==> src/rtl/auv_csr_machinfo.sv <==
// Read-only machine-information CSR block (mvendorid..mconfigptr) on the core CSR bus.
// Latency: ACK_LAT cycles from the accepting edge to a one-cycle registered ack.
// Backpressure: none; one transaction in flight, new requests ignored until back in IDLE.
//
// Ports:
//   clk, rst_n          clock, asynchronous active-low reset
//   i_cbus_sel          block selected by the CSR bus decoder
//   i_cbus_addr[11:0]   CSR address
//   i_cbus_rd/i_cbus_wr read / write request
//   i_cbus_dat_wr[31:0] write data (ignored: every register here is read-only)
//   o_cbus_dat_rd[31:0] read data, meaningful only while o_cbus_ack=1
//   o_cbus_ack          single-cycle transaction-complete pulse
//   o_cbus_err          illegal access (write or unmapped), meaningful only with ack
module auv_csr_machinfo #(
    parameter logic [31:0] VENDOR_ID  = 32'h0000_0000,
    parameter logic [31:0] ARCH_ID    = 32'h0000_0000,
    parameter logic [31:0] IMP_ID     = 32'h0000_0001,
    parameter logic [31:0] HART_ID    = 32'h0000_0000,
    parameter logic [31:0] CONFIG_PTR = 32'h0000_0000,
    parameter int          ACK_LAT    = 1
) (
    input  logic        clk,
    input  logic        rst_n,
    input  logic        i_cbus_sel,
    input  logic [11:0] i_cbus_addr,
    input  logic        i_cbus_rd,
    input  logic        i_cbus_wr,
    input  logic [31:0] i_cbus_dat_wr,
    output logic [31:0] o_cbus_dat_rd,
    output logic        o_cbus_ack,
    output logic        o_cbus_err
);

    if (ACK_LAT < 1 || ACK_LAT > 15) begin : g_bad_ack_lat
        $error("auv_csr_machinfo: ACK_LAT must be in 1..15");
    end

    localparam logic [3:0] LAT_M1 = 4'(ACK_LAT - 1);

    typedef enum logic [1:0] {
        S_IDLE = 2'd0,
        S_WAIT = 2'd1,
        S_RESP = 2'd2
    } state_t;

    state_t      r_state;
    state_t      w_state_nxt;
    logic [3:0]  r_cnt;
    logic [3:0]  w_cnt_nxt;
    logic [11:0] r_addr;
    logic        r_rd;
    logic        r_wr;
    logic        w_req;
    logic        w_latch;
    logic [11:0] w_src_addr;
    logic        w_src_rd;
    logic        w_src_wr;
    logic [31:0] w_dec_dat;
    logic        w_dec_err;
    logic        w_resp_nxt;
    logic        w_unused;

    // Write data has no destination; fold it so it is visibly consumed.
    assign w_unused = ^i_cbus_dat_wr;

    assign w_req = i_cbus_sel & (i_cbus_rd | i_cbus_wr);

    // Next-state logic. The decode source is the live bus only in IDLE
    // (needed when ACK_LAT==1 and the response is loaded on the accepting
    // edge); otherwise the latched request is used and the bus is ignored.
    always_comb begin
        w_state_nxt = r_state;
        w_cnt_nxt   = r_cnt;
        w_latch     = 1'b0;
        w_src_addr  = r_addr;
        w_src_rd    = r_rd;
        w_src_wr    = r_wr;
        case (r_state)
            S_IDLE: begin
                w_src_addr = i_cbus_addr;
                w_src_rd   = i_cbus_rd;
                w_src_wr   = i_cbus_wr;
                if (w_req) begin
                    w_latch     = 1'b1;
                    w_cnt_nxt   = LAT_M1;
                    w_state_nxt = (ACK_LAT == 1) ? S_RESP : S_WAIT;
                end
            end
            S_WAIT: begin
                w_cnt_nxt = 4'(r_cnt - 4'd1);
                if (r_cnt == 4'd1) begin
                    w_state_nxt = S_RESP;
                end
            end
            S_RESP: begin
                w_state_nxt = S_IDLE;
            end
            default: begin
                w_state_nxt = S_IDLE;
            end
        endcase
    end

    // Any write (including rd&wr) or an unmapped address is an error with zero data.
    always_comb begin
        w_dec_err = 1'b1;
        w_dec_dat = 32'h0;
        if (w_src_rd && !w_src_wr) begin
            case (w_src_addr)
                12'hF11: begin w_dec_err = 1'b0; w_dec_dat = VENDOR_ID;  end
                12'hF12: begin w_dec_err = 1'b0; w_dec_dat = ARCH_ID;    end
                12'hF13: begin w_dec_err = 1'b0; w_dec_dat = IMP_ID;     end
                12'hF14: begin w_dec_err = 1'b0; w_dec_dat = HART_ID;    end
                12'hF15: begin w_dec_err = 1'b0; w_dec_dat = CONFIG_PTR; end
                default: begin w_dec_err = 1'b1; w_dec_dat = 32'h0;      end
            endcase
        end
    end

    assign w_resp_nxt = (w_state_nxt == S_RESP);

    always_ff @(posedge clk or negedge rst_n) begin
        if (!rst_n) begin
            r_state       <= S_IDLE;
            r_cnt         <= 4'd0;
            r_addr        <= 12'h0;
            r_rd          <= 1'b0;
            r_wr          <= 1'b0;
            o_cbus_ack    <= 1'b0;
            o_cbus_err    <= 1'b0;
            o_cbus_dat_rd <= 32'h0;
        end else begin
            r_state       <= w_state_nxt;
            r_cnt         <= w_cnt_nxt;
            if (w_latch) begin
                r_addr <= i_cbus_addr;
                r_rd   <= i_cbus_rd;
                r_wr   <= i_cbus_wr;
            end
            // Outputs are loaded on the edge that enters RESP, so ack is high
            // exactly while the FSM sits in RESP.
            o_cbus_ack    <= w_resp_nxt;
            o_cbus_err    <= w_resp_nxt ? w_dec_err : 1'b0;
            o_cbus_dat_rd <= w_resp_nxt ? w_dec_dat : 32'h0;
        end
    end

endmodule

==> config.mk <==
export PLATFORM = sky130hd
export DESIGN_NAME = auv_csr_machinfo
export DESIGN_NICKNAME = d
export VERILOG_FILES = /design/src/rtl/auv_csr_machinfo.sv
export SDC_FILE = /design/constraint.sdc
export NUM_CORES = 1
export LEC_CHECK = 0
export ABC_CLOCK_PERIOD_IN_PS = 2100
export CORE_UTILIZATION = 36
export DETAILED_ROUTE_END_ITERATION = 6
export GPL_TIMING_DRIVEN = 0
export PLACE_DENSITY = 0.81
export SLEW_MARGIN = 40
export SYNTH_ARGS = -nofsm -noshare
export SYNTH_HDL_FRONTEND = slang
export SYNTH_SLANG_ARGS = --single-unit
==> constraint.sdc <==
create_clock -name clk -period 2.1 [get_ports clk]
set_input_delay 0.42 -clock clk [delete_from_list [all_inputs] [get_ports clk]]
set_output_delay 0.42 -clock clk [all_outputs]
set_load 0.01 [all_outputs]
==> out/qor.txt <==
CTS tree = yes
GRT Residual Overflow = 0
Met2 global-route usage = 23.45%
Placed cell areas = 0.001612 sq mm
Mapped Area = 0.001256 sq mm
Worst Tran Pin Value = 627.7 ps
Non-filler cells in the finished layout = 241
Grt peak-use layer = met2
CTS Buffer Depth = 2
Die area = 0.003730 sq mm
Synth top cells by count = nand2_1 (45), buf_4 (31), dfrtp_1 (23)
Maximum VDD drop = 230.0 uV
Top delay family on crit path = buffers and inverters
Seq/Total Area, Yosys = 45.82%
Slew Limit Fails = 0
Critical path type = primary input to flip-flop
Routability cong. = 0.8345
Min cycle time layout = 1785 ps
Crit path cell chain = clkdlybuf4s50_1, o211ai_1, clkbuf_1, a21oi_1
Crit-path slowest cell = o211ai_1
Period utilisation layout = 85.02%
Total of max-cap violations = 0
Final setup violating endpoints = 0
GRT met1 Usage = 16.42%
Utilization after layout = 49.12%
Pre-antenna DRT Iters = 4
Reg clk slew, reported paths = 130 ps
Starting Density = 37.65%
Placed Cells = 237
Fmax = 560.1 MHz
Clock sinks = 23
Final worst slack = 314.7 ps
Final Hold Viols = 0
Ys async rst share = 100.0%
Worst Path Required = 2280 ps
Capturing point of the worst reg2reg path = r_addr[4]
CTS H-Tree Depth = 1
Status = complete, no violations
Num CTS Buffers = 3
Die height = 61.07 um
Share of cells above drive strength 1 = 18.97%
Post-route DRC = 0
Main synth FF type = dfrtp_1
Antenna Nets Post-Route = 0
Inserted Diodes = 0
Maximum fanout along the worst path = 10
Crit path capture type = flip-flop
Reg2Reg Depth = 5
HPWL Detailed = 1731 um
Pwr Total = 0.9334 mW
Count of cell types in the netlist = 29
GRT Util Overall = 13.66%
Layout Nets = 247
Wirelength per Cell = 9.100 um
I/O pin count = 83
Die Wd = 61.07 um
PwrDens = 569.5 mW/mm^2
Place WS = -21.44 ps
Number of global-route vias before repair = 880
Worst-Skew Late Latency = 310 ps
Worst setup SP type = primary input
Crit path largest cell delay = 560 ps
Drt total wl = 2193 um
Initial DRC count = 68
Hold Worst Slack = 49.20 ps
Detailed-route vias per instance = 4.075
First-pass GRT wire length = 3677 um
CTS Root Cell = clkbuf_4
Port bufs = 19
Worst r2r src = r_state[1]
Most frequent cell after synthesis = nand2_1
Largest net degree at the start of global routing = 24
Setup Skew = 8.848 ps
Synth top area share = 45.82%
Reg2reg setup slack = 410 ps
Post-synth EDFFs = 0
Slew HR = 57.97%
Final instance area = 0.001639 sq mm
CP Buf/Inv Count = 2
Core ar. = 0.003337 sq mm
Post-Synthesis Cells = 142
Met3 Use GR = 3.151%
RSZ-0062 raised after global routing = false
Cell Rows = 21
Setup_tns = 0 ps
Post-CTS Resized = 0
Yosys Warn Count = 0
Setup Fix Bufs, Post-CTS = 0
Hold Path Class = primary input to asynchronous set/reset pin
LEAKAGE = 0.8807 nW
Post-Syn Area per Cell = 8.847 sq um
Post-synth top area cell = dfrtp_1
Initial antenna violation count = 0
DR vias = 982
Cts hold-fix bufs = 0
Seq cells post-synth = 23
WP data arrival = 1970 ps
Syn-to-layout area delta = 30.48%
Leading post-synthesis cells by cell area = dfrtp_1 (46%), buf_4 (19%), nand2_1 (13%), ha_1 (2.0%), a21oi_1 (1.6%)
## cells in the final DEF, fill, tap and decap left out, types with 2 or more instances in the layout
cell type / count
inv_1: 3
a21oi_1: 4
clkbuf_4: 3
o21ai_0: 3
nand3_1: 4
o41ai_1: 2
dfrtp_1: 23
clkbuf_1: 2
ha_1: 2
nor2_1: 4
buf_4: 31
clkdlybuf4s50_1: 18
conb_1: 31
nand4b_1: 2
nand2_1: 45
## metal layers
layer  part of all wire [%]  vias up
li1                       -      511
met1                     46      435
met2                     46       31
met3                    6.4        5
met4                    1.7        0
met5                      0        -
## flip-flops by register name (all words and copies together), names as in the netlist
register and count:
r_cnt 4, o_cbus_err 1, r_wr 1, r_rd 1
r_state 2, r_addr 12, o_cbus_ack 1, o_cbus_dat_rd 1
## kinds of logic (layout without fill, tap and decap cells)
kind of cell | count (synthesis) | after routing | synth area share, %
muxes | 1 | 1 | 0.7968
other | 1 | 31 | 0.2985
DFF | 23 | 23 | 45.82
xor gates and xnor gates | 1 | 1 | 0.6973
and+or+nand+nor | 64 | 64 | 22.91
buffers and inverters | 36 | 59 | 20.02
adders and majority gates | 2 | 2 | 1.992
AOI/OAI and AO/OA | 14 | 14 | 7.471
## how the worst max path moves through the flow
stage                from    endpoint  slack (ps)  cells past startpoint
2_1_floorplan        r_wr  o_cbus_err         530                      4
3_3_place_gp    i_cbus_wr  o_cbus_ack         -50                      4
3_5_place_dp    i_cbus_wr  o_cbus_ack         -20                      4
4_1_cts         i_cbus_wr  o_cbus_ack         300                      4
5_1_grt        r_state[1]  o_cbus_err         100                      4
6_report        i_cbus_wr  o_cbus_ack         310                      4
## cell type report
cell class,count,area (sq um)
tap,46,57.56
multi-input combinational,113,541.8
clock inverter,1,5.005
buffer,33,240.2
inverter,3,11.26
sequential,23,575.6
fill,341,1698
timing repair buffer,19,185.2
clock buffer,3,22.52
## power by group
part	internal (mW)	total (mW)	switching [mW]
clock network	0.0712	0.201	0.130
registers	0.493	0.523	0.0304
logic	0.104	0.209	0.105
total	0.668	0.933	0.266
## worst register-to-register path, stage by stage (launching register included)
cell      delay (ps)
dfrtp_1          440
nor2_2           310
o211ai_1         340
clkbuf_1         310
nand2_1          130
nand2_1           60
Note: power is estimated with default switching activity, not from simulation.
